**config.mk**
```make
export PLATFORM = sky130hd
export DESIGN_NAME = div_unit
export DESIGN_NICKNAME = d
export VERILOG_FILES = /design/src/rtl/div_unit.sv
export SDC_FILE = /design/constraint.sdc
export NUM_CORES = 1
export LEC_CHECK = 0
export ABC_AREA = 1
export BUFFER_PORTS_ARGS = -buffer_cell sky130_fd_sc_hd__buf_2
export CAP_MARGIN = 20
export CELL_PAD_IN_SITES_DETAIL_PLACEMENT = 2
export CELL_PAD_IN_SITES_GLOBAL_PLACEMENT = 2
export CORE_ASPECT_RATIO = 0.5
export CORE_MARGIN = 2
export CORE_UTILIZATION = 33
export DETAILED_ROUTE_END_ITERATION = 12
export GPL_TIMING_DRIVEN = 0
export PLACE_DENSITY_LB_ADDON = 0.1
export RECOVER_POWER = 100
export SLEW_MARGIN = 15
export SYNTH_ARGS = -nofsm -noshare
export SYNTH_HDL_FRONTEND = slang
export SYNTH_SLANG_ARGS = --single-unit
```
**constraint.sdc**
```tcl
create_clock -name i_clk -period 7.2 [get_ports i_clk]
set_clock_uncertainty 0.15 [all_clocks]
set_input_delay 1.44 -clock i_clk [delete_from_list [all_inputs] [get_ports i_clk]]
set_output_delay 1.44 -clock i_clk [all_outputs]
set_load 0.02 [all_outputs]
```
**src/rtl/div_unit.sv**
```systemverilog
// div_unit: 32-bit iterative restoring divider for DIV/DIVU.
// One capture cycle, 32 shift-subtract cycles, then one DONE cycle with
// sign-corrected results. Division by zero skips RUN and reports
// Quotient=all ones, Remainder=dividend.
//
// Ports:
//   i_clk, i_rst           clock, asynchronous active-high reset
//   i_start                request a divide (sampled only in IDLE)
//   i_signed               1 = two's complement DIV, 0 = DIVU
//   i_a, i_b               dividend / divisor, sampled with i_start
//   o_busy                 high while in RUN
//   o_done                 one-cycle pulse in DONE
//   o_quotient             result for LO
//   o_remainder            result for HI
//   o_div_by_zero          captured divisor was 0; held until next start
module div_unit (
  input  logic        i_clk,
  input  logic        i_rst,
  input  logic        i_start,
  input  logic        i_signed,
  input  logic [31:0] i_a,
  input  logic [31:0] i_b,
  output logic        o_busy,
  output logic        o_done,
  output logic [31:0] o_quotient,
  output logic [31:0] o_remainder,
  output logic        o_div_by_zero
);

  localparam logic [1:0] S_IDLE = 2'd0;
  localparam logic [1:0] S_RUN  = 2'd1;
  localparam logic [1:0] S_DONE = 2'd2;

  logic [1:0]  r_state;
  logic [1:0]  w_next_state;
  logic [5:0]  r_count;
  logic [31:0] r_quo;
  logic [31:0] r_rem;
  logic [31:0] r_div;
  logic        r_q_neg;
  logic        r_r_neg;

  logic        w_b_zero;
  logic        w_last;
  logic [31:0] w_a_mag;
  logic [31:0] w_b_mag;
  logic [32:0] w_rem_sh;
  logic [32:0] w_trial;
  logic [31:0] w_rem_nxt;
  logic [31:0] w_quo_nxt;
  logic [31:0] w_quo_fix;
  logic [31:0] w_rem_fix;

  assign w_b_zero = (i_b == 32'd0);
  assign w_last   = (r_count == 6'd31);

  // Operand magnitudes; unsigned mode passes raw values through
  assign w_a_mag = (i_signed && i_a[31]) ? (32'd0 - i_a) : i_a;
  assign w_b_mag = (i_signed && i_b[31]) ? (32'd0 - i_b) : i_b;

  // One restoring step: shift {rem,quo} left, trial-subtract on 33 bits.
  // rem < divisor keeps the shifted value below 2*divisor, so bit 32 of the
  // trial is a clean borrow flag.
  assign w_rem_sh  = {r_rem, r_quo[31]};
  assign w_trial   = w_rem_sh - {1'b0, r_div};
  assign w_rem_nxt = w_trial[32] ? w_rem_sh[31:0] : w_trial[31:0];
  assign w_quo_nxt = {r_quo[30:0], ~w_trial[32]};

  // Sign correction applied as the final step is written out
  assign w_quo_fix = r_q_neg ? (32'd0 - w_quo_nxt) : w_quo_nxt;
  assign w_rem_fix = r_r_neg ? (32'd0 - w_rem_nxt) : w_rem_nxt;

  // Status decoded straight from the state register
  assign o_busy = (r_state == S_RUN);
  assign o_done = (r_state == S_DONE);

  // State register
  always_ff @(posedge i_clk or posedge i_rst) begin
    if (i_rst) r_state <= S_IDLE;
    else       r_state <= w_next_state;
  end

  // Next-state logic
  always_comb begin
    w_next_state = r_state;
    case (r_state)
      S_IDLE: if (i_start) w_next_state = w_b_zero ? S_DONE : S_RUN;
      S_RUN:  if (w_last)  w_next_state = S_DONE;
      S_DONE: w_next_state = S_IDLE;
      default: w_next_state = S_IDLE;
    endcase
  end

  // Datapath and result registers
  always_ff @(posedge i_clk or posedge i_rst) begin
    if (i_rst) begin
      r_count       <= 6'd0;
      r_quo         <= 32'd0;
      r_rem         <= 32'd0;
      r_div         <= 32'd0;
      r_q_neg       <= 1'b0;
      r_r_neg       <= 1'b0;
      o_quotient    <= 32'd0;
      o_remainder   <= 32'd0;
      o_div_by_zero <= 1'b0;
    end else begin
      case (r_state)
        S_IDLE: begin
          if (i_start) begin
            r_count       <= 6'd0;
            r_quo         <= w_a_mag;
            r_rem         <= 32'd0;
            r_div         <= w_b_mag;
            r_q_neg       <= i_signed & (i_a[31] ^ i_b[31]);
            r_r_neg       <= i_signed & i_a[31];
            o_div_by_zero <= w_b_zero;
            if (w_b_zero) begin
              o_quotient  <= 32'hFFFF_FFFF;
              o_remainder <= i_a;
            end
          end
        end
        S_RUN: begin
          r_count <= r_count + 6'd1;
          r_quo   <= w_quo_nxt;
          r_rem   <= w_rem_nxt;
          if (w_last) begin
            o_quotient  <= w_quo_fix;
            o_remainder <= w_rem_fix;
          end
        end
        default: ;
      endcase
    end
  end

endmodule

```
==> run metrics, run 1 <==
outcome finished, violations left; failing checks capacitance limit, slew limit; slowest cell on the critical path clkbuf_1; clk_lat worst skew ~0.46 ns; Placeable Area around 40000 um2; RSZ-0062 raised after global routing no; Top FF cell, synth dfrtp_1; Synth area leaders dfrtp_1, nand2_1, inv_1, nor2_1, nand3_1; register area share after synthesis between 30 and 40%; Synth Warn # 0; Simple-Gate Fraction of Synth Area about 37%; Avg Cell Area, Syn about 6.4 um2; cts hold-fix bufs 0; Cell Rows 51; Slew Limit Fails 85; reg2reg start r_div[0]$_DFFE_PP0P_; Achievable Freq between 150 and 200 MHz; Port Buffers around 130; DRC 0; mux share of post-synthesis cell area 0%; Worst Path Required 7.35 ns; Total Routing Usage GR between 20% and 30%; Crit path arrival time between 6 and 7 ns; CTS resizes 0; drt pass-1 iters 5; worst setup path category flop to flop; largest net degree at the start of global routing 88; root buf cell clkbuf_16; routed len/inst around 23 um; # H-tree levels 4; CTS Buffer Depth 2; minimum clock period ~6.0 ns; Worst Setup SP r_div[0]$_DFFE_PP0P_; Crit Path Max Fanout 10; Post-synth EDFFs 0; DP Wirelength 49700 um; DRT Wirelength about 63000 um; Setup WS pre-CTS roughly 1.8 ns; final setup margin 1.20 ns; Post-Synthesis Net Count 2167; normalized max-slew margin -182%; Post-CTS Setup Repair Bufs 0; most frequent cells in the layout nand2_1, inv_1, nor2_1, dfrtp_1, nand3_1; Worst Max-Slew Pin Slew between 4 and 5 ns; Worst Hold Class flop to flop; clock slew at reported path FFs roughly 0.09 ns; die width between 200 and 300 um; CP max stage delay 0.60 ns; most common cell after layout, fill and taps aside nand2_1; post-synthesis xor/xnor area fraction 2.84%; fraction of final layout cells sized beyond drive strength 1 roughly 7.0%; placer congestion estimate between 0.9 and 1; initial antenna violation count 1; global-route wire length before repair ~95000 um; main combinational cell family by area after synthesis simple AND/OR/NAND/NOR gates; Top delay family on crit path simple AND/OR/NAND/NOR gates; area grow syn2layout 12.6%; Async SR Flop Fraction 100%; via count approximately 15000; clk sinks 171; CP endpoint kind flop; Max Cap Viol 1; Syn Inst Count between 2000 and 2500; hold_sp o_remainder[24]$_DFFE_PP0P_; vias per inst approximately 5.4; die height 146 um; Adder-Cell Fraction of Synth Area 3.64%; Hold Slack 0.333 ns; Distinct cells, synth 60; Diodes inserted 0; nets between 2000 and 2500; synthesized cell area 13300 um2; ANT nets after route 0; period utilisation layout roughly 83%; flops & latches, synth roughly 170; Hold Vio Cnt, Final 0; number of buffers and inverters on the critical path 5; Most common cell on crit path nand2_1; CTS tree built; final setup fails 0; DIE AREA 42000 um2; startpoint types flop; IO Pins ~140; setup TNS 0 ns; number of buffers created by CTS 17; starting DRC count in detailed routing 813; Overflow after GRT 0; post-synth top area share between 30% and 40%; cell taking the most area after synthesis dfrtp_1; initial core utilization roughly a third; vias in the first global route 15703; post-synthesis compound-gate area fraction between 10% and 20%
-- kinds of logic after synthesis --
kind of cell             count (synthesis)
buffers and inverters                  374
flip-flops                             171
adder cells (fa/ha/maj)                 38
AND/OR/NAND/NOR                       1128
XOR/XNOR                                43
AO/OA/AOI/OAI                          307
-- flip-flops by register name (all words and copies together) (netlist names) --
register and cells:
o_remainder 32, r_rem 32, r_count 6, r_q_neg 1, r_div 32, o_quotient 32, o_div_by_zero 1, r_r_neg 1
r_state 2, r_quo 32
-- routing by layer --
layer	vias up	GRT usage, %	share of wire [%]
met1	7507	42.2	48
met5	-	0	0.021
met3	83	3.95	4.8
met2	351	47.6	45
li1	6919	-	-
met4	2	9.04	2.6
-- worst min-delay path, cell delays in order, from the launching register on --
cell and delay, ns:
dfrtp_1 0.35, nand2_1 0.05, nand2_1 0.05
-- layout make-up --
type                    instances  area, um2
fillers                      5020      24300
multi-input cells            1516       7420
well taps                     530        663
repair buffers                135        611
plain buffers                  68        268
flip-flops and latches        171       4280
clock buffers                  19        443
inverters                     306       1150
clock inverters                13        124
-- per-stage QoR --
stage / cell area [um2] / utilization (%) / cells
after CTS: 15200 / 38.7 / 2758
after floorplan: 13300 / - / 2061
after global placement: 14600 / 37.2 / 2725
after global routing: 15000 / 38.1 / 2758
after detailed placement: 14700 / 37.3 / 2726
final: 15000 / 38.1 / 2758
-- synthesized netlist by cell type, drive strengths merged (11+ instances only) --
cell type / instances
nor4: 13
ha: 37
o21ai: 135
xnor2: 11
buf: 22
a31oi: 23
nand2: 671
nand4: 25
xor2: 32
nor3: 37
dfrtp: 171
nor2: 218
clkbuf: 46
nand3: 142
a21oi: 80
o211ai: 22
inv: 303
-- worst paths after layout --
| check | slack [ns] | to | cells past startpoint |
|---|---|---|---|
| max | 1.20 | o_quotient[26]$_DFFE_PP0P_ | 27 |
| min | 0.33 | o_remainder[24]$_DFFE_PP0P_ | 2 |
| max reg2reg | 1.20 | o_quotient[26]$_DFFE_PP0P_ | 27 |
| min reg2reg | 0.33 | o_remainder[24]$_DFFE_PP0P_ | 2 |
| max in group asynchronous | 2.89 | r_rem[25]$_DFFE_PP0P_ | 2 |
| min in group asynchronous | 2.07 | r_div[16]$_DFFE_PP0P_ | 2 |
Power of run 1 is not shown: default switching activity piles up to over one toggle a cycle in this logic, so the estimate is an artifact.
==> run 2: changes to the inputs <==
CORE_UTILIZATION = 30   (was 33)
clock period = 4.91 ns   (was 7.2 ns; I/O delays follow)
==> run 2 against run 1 <==
The run still ends with capacitance limit, slew limit left; register-to-register slack worse by 0.89 ns; design area rose by 1.6%; via count shrank 1.6%; sequential cell count stayed put; worst hold slack lost 0.0014 ns; sequential share of layout area decreased by 0.45 points; utilization down 3.2 points; first-iteration DRC count increased by 13%; cell count grew 2.4%; routed wire length rose by 0.91%; die area rose by 9.8%; largest cell class unchanged.
==> run metrics, run 2 (synthesis gave the netlist of run 1 again) <==
outcome finished, violations left; failing checks capacitance limit, slew limit; Cell Rows 54 (+5.9%); routed len/inst 22.4 um (-1.4%); minimum clock period 4.66 ns; starting DRC count in detailed routing 916 (+13%); CTS Buffer Depth 2 (unchanged); die width 302 um (+4.8%); largest net degree at the start of global routing 34 (-61%); most common cell after layout, fill and taps aside nand2_1; via count 14623 (-1.6%); IO Pins 135 (unchanged); Achievable Freq 215 MHz; most frequent cells in the layout nand2_1, inv_1, nor2_1, dfrtp_1, nand3_1; Worst Setup SP i_b[0]; Placeable Area 43600 um2 (+11%); Worst Hold Class flop to flop; drt pass-1 iters 5 (unchanged); Crit path arrival time 4.92 ns (-1.23 ns); Fillers 5509 (+9.7%); Overflow after GRT 0 (unchanged); final setup fails 0 (unchanged); cts hold-fix bufs 0 (unchanged); initial antenna violation count 1 (unchanged); fraction of final layout cells sized beyond drive strength 1 7.83% (+0.78 points); Worst setup endpoint o_quotient[31]$_DFFE_PP0P_; flop-to-flop setup slack 0.31 ns (-0.89 ns); DP Wirelength 51400 um (+3.4%); global-route wire length before repair 96600 um (+1.4%); Worst Max-Slew Pin Slew 1.94 ns (-2.26 ns); reg2reg path depth 27 (unchanged); DRT Wirelength 63200 um (+0.91%); nets 2329 (+0.34%); reg2reg start r_quo[31]$_DFFE_PP0P_; vias per inst 5.18 (-3.9%); cell count after placement 2789 (+2.3%); period utilisation layout 94.9%; ANT nets after route 0 (unchanged); die height 153 um (+4.7%); Port Buffers 134 (unchanged); vias in the first global route 15672 (-0.20%); number of buffers created by CTS 17 (unchanged); RSZ-0062 raised after global routing no; Total Routing Usage GR 27.9% (-2.0 points); DIE AREA 46100 um2 (+9.8%); CP endpoint kind flop; DRC 0 (unchanged); startpoint types input port; area grow syn2layout 14.4%; Diodes inserted 0 (unchanged); clock slew at reported path FFs 0.08 ns (about the same); Slew Limit Fails 95 (+12%); clk_lat worst skew 0.47 ns (about the same); Post-Layout Cell Count 2823 (+2.4%); root buf cell clkbuf_16; # H-tree levels 4 (unchanged); Crit Path Max Fanout 10 (unchanged); Hold Vio Cnt, Final 0 (unchanged); worst setup path category input port to flop; normalized max-slew margin -29.5% (+150 points); reg-to-reg endpoint o_quotient[30]$_DFFE_PP0P_; Max Cap Viol 3 (+2); initial core utilization 30.4% (-3.4 points); placer congestion estimate 0.881 (-2.3%); Worst Path Required 5.17 ns (-2.18 ns); CTS tree built; clk sinks 171 (unchanged)
## run 2: area by class of cell
class	instances	area, um2	area share, %
flip-flops and latches	171	4280	28.2
well taps	588	736	4.84
plain buffers	67	289	1.90
clock buffers	20	457	3.00
repair buffers	144	657	4.32
clock inverters	11	134	0.881
multi-input cells	1516	7500	49.3
inverters	306	1150	7.57
## run 2: timing repair
action / 4_1_cts / 5_1_grt
setup endpoints to repair: 6 / 5
pin swaps: 0 / 2
setup buffers: 0 / 4
resized for setup: 4 / 5
## run 2: worst min path at each step
stage | cells after the start | slack, ns | to | from
after floorplan | 2 | 0.30 | r_div[10]$_DFFE_PP0P_ | r_div[10]$_DFFE_PP0P_
after global placement | 2 | 0.31 | o_remainder[2]$_DFFE_PP0P_ | o_remainder[2]$_DFFE_PP0P_
after detailed placement | 2 | 0.31 | o_quotient[15]$_DFFE_PP0P_ | o_quotient[15]$_DFFE_PP0P_
after CTS | 1 | 0.33 | o_quotient[18]$_DFFE_PP0P_ | o_quotient[18]$_DFFE_PP0P_
after global routing | 2 | 0.36 | o_quotient[15]$_DFFE_PP0P_ | o_quotient[15]$_DFFE_PP0P_
final | 2 | 0.33 | o_quotient[25]$_DFFE_PP0P_ | o_quotient[25]$_DFFE_PP0P_
## run 2: per-layer routing
metal	up-vias	wire, um	part of all wire [%]	track usage [%]
li1	6929	-	-	-
met1	7405	31200	49	39.4
met2	235	28600	45	44.9
met3	54	2140	3.4	3.91
met4	0	1260	2.0	6.72
met5	-	0	0	0
## run 2: metrics by stage
step | instance area (um2) | utilization (%) | hold slack, ns | setup slack, ns | TNS [ns]
global placement | 14700 | 33.7 | 0.310 | -0.475 | -1.89
finish | 15200 | 34.8 | 0.332 | 0.249 | 0
global route | 15200 | 34.8 | 0.362 | 0.0237 | 0
CTS | 15400 | 35.4 | 0.332 | 0.0475 | 0
detailed placement | 14800 | 34.0 | 0.314 | -0.578 | -2.41
floorplan | 13300 | - | 0.303 | 0.840 | 0
## run 2: worst max-delay path: stages
cell      delay, ns
buf_2          0.09
inv_1          0.13
ha_1           0.19
nand2_1        0.07
nor2_1         0.12
nand3_1        0.12
nor3_1         0.46
nand2_1        0.24
or4_1          0.74
a21oi_1        0.20
nand2_1        0.30
inv_2          0.20
clkbuf_1       0.65
o211ai_1       0.29
nand2_1        0.11
Power of run 2 is left out for the same reason.
==> run 3: changes to the inputs <==
ABC_CLOCK_PERIOD_IN_PS = 3890   (was default)
GPL_ROUTABILITY_DRIVEN = 0   (was default)
clock period = 3.89 ns   (was 4.91 ns; I/O delays follow)
==> run 3 against run 2 <==
The flow still finishes with violations (capacitance limit, slew limit); sequential cell count is the same; setup slack got worse by 0.25 ns; non-clock buffer count grew 38; first-iteration DRC count shrank 5.3%; sequential share of layout area down 2.0 points; global-route usage is 0.55 points higher; design area grew 7.9%; worst hold slack improved by 0.0020 ns; routed wire length up 3.7%; register-to-register slack lost 0.31 ns; cell count rose by 1.3%; critical endpoint is now o_quotient[22]$_DFFE_PP0P_.
==> run metrics, run 3 (synthesis gave the netlist of run 1 again) <==
outcome finished, violations left; worst setup path category flop to flop; cell count after placement 2788 (-0.036%); most frequent cells in the layout nand2_1, inv_1, nor2_1, dfrtp_1, nand3_1; Top delay family on crit path simple AND/OR/NAND/NOR gates; area of the multi-input gates 8310 um2 (+11%); Worst Setup SP r_rem[17]$_DFFE_PP0P_; Total Routing Usage GR 28.4% (+0.55 points); DRC 0 (unchanged); CTS tree built; Fillers 5409 (-1.8%); normalized max-slew margin -20.6% (+9.0 points); period utilisation layout around 100%; # H-tree levels 4 (unchanged); Slew Limit Fails 66 (-31%); Cell Rows 54 (unchanged); global-route wire length before repair 98500 um (+2.0%); Crit Path Max Fanout 5 (-5); routed len/inst 22.9 um (+2.4%); Port Buffers 134 (unchanged); most common cell after layout, fill and taps aside nand2_1; final setup fails 0 (unchanged); number of buffers created by CTS 17 (unchanged); IO Pins 135 (unchanged); initial antenna violation count 1 (unchanged); initial core utilization 30.4% (unchanged); die width 302 um (unchanged); Post-Layout Cell Count 2860 (+1.3%); die height 153 um (unchanged); startpoint types flop; RSZ-0062 raised after global routing yes; via count 14913 (+2.0%); clock slew at reported path FFs 0.08 ns (about the same); Worst Max-Slew Pin Slew 1.81 ns (-0.134 ns); vias per inst 5.21 (+0.66%); Hold Vio Cnt, Final 0 (unchanged); Hold Slack 0.334 ns (+0.00202 ns); CP max stage delay 0.46 ns (-0.28 ns); post-layout util 37.6% (+2.7 points); FF+latch area 4300 um2 (+0.38%); slowest cell on the critical path dfrtp_2; Placeable Area 43600 um2 (unchanged); ANT nets after route 0 (unchanged); cts hold-fix bufs 0 (unchanged); Max Cap Viol 2 (-1); Achievable Freq approximately 260 MHz; clk_lat worst skew 0.48 ns (about the same); reg2reg start r_rem[17]$_DFFE_PP0P_; fraction of final layout cells sized beyond drive strength 1 16.6% (+8.8 points); root buf cell clkbuf_16; DRT Wirelength 65500 um (+3.7%); largest net degree at the start of global routing 34 (unchanged); CP endpoint kind flop; starting DRC count in detailed routing 867 (-5.3%); Worst Hold Class flop to flop; DIE AREA 46100 um2 (unchanged); Crit path arrival time 4.08 ns (-0.84 ns); setup TNS 0 ns (unchanged); DP Wirelength 51100 um (-0.59%); Diodes inserted 0 (unchanged); number of buffers and inverters on the critical path 7 (+3); clk sinks 171 (unchanged); CTS Buffer Depth 2 (unchanged); failing checks capacitance limit, slew limit; Overflow after GRT 0 (unchanged); Worst Path Required 4.09 ns (-1.08 ns); nets 2367 (+1.6%); drt pass-1 iters 7 (+2); minimum clock period 3.89 ns; hold_sp o_quotient[15]$_DFFE_PP0P_; vias in the first global route 15761 (+0.57%); area grow syn2layout 23.4%
## run 3: cell count changes in the layout (fill, tap and decap cells not counted), moves of 17 or more
cell and delta:
buf_4 +40, ha_1 -30, ha_4 +30, nand2_1 -51, nand2_2 +45, nor2_1 -17
## run 3: tightest hold or removal path: stages (launching register included)
cell     delay (ns)
dfrtp_1        0.35
nand2_1        0.05
nand2_1        0.05
## run 3: timing repair
action | 4_1_cts | 5_1_grt
endpoints found under the setup margin | 29 | 53
buffers inserted | 24 | 18
pin swaps | 19 | 34
resized for setup | 94 | 103
## run 3: final cells by class
type                    instances  share of cell area, %
plain buffers                  68                   2.10
inverters                     306                   7.03
clock inverters                13                   1.24
well taps                     588                   4.49
multi-input cells            1516                   50.7
flip-flops and latches        171                   26.2
repair buffers                181                   5.68
clock buffers                  17                   2.59
## run 3: per-layer routing
layer / GRT usage [%] / share of wire [%] / vias to the layer above
met4: 7.85 / 1.9 / 0
met1: 40.2 / 48 / 7572
li1: - / - / 7011
met2: 45.4 / 46 / 268
met3: 3.66 / 3.8 / 62
met5: 0 / 0 / -
## run 3: final timing paths
path                                              endpoint  slack, ns  cells after the start
worst min-delay path            o_quotient[15]$_DFFE_PP0P_       0.33                      2
worst max register to register  o_quotient[22]$_DFFE_PP0P_      0.004                     25
min in group asynchronous            r_div[12]$_DFFE_PP0P_       0.46                      2
max in group asynchronous            r_rem[19]$_DFFE_PP0P_       0.47                      4
worst min register to register  o_quotient[15]$_DFFE_PP0P_       0.33                      2
worst max-delay path            o_quotient[22]$_DFFE_PP0P_      0.004                     25
## run 3: metrics by stage
| stage | worst slack [ns] | instance area (um2) |
|---|---|---|
| detailed placement | -1.33 | 14800 |
| global placement | -1.26 | 14700 |
| CTS | -0.277 | 16000 |
| finish | 0.00402 | 16400 |
| floorplan | 0.0225 | 13300 |
| global route | -0.269 | 16400 |
Power of run 3 is left out for the same reason.
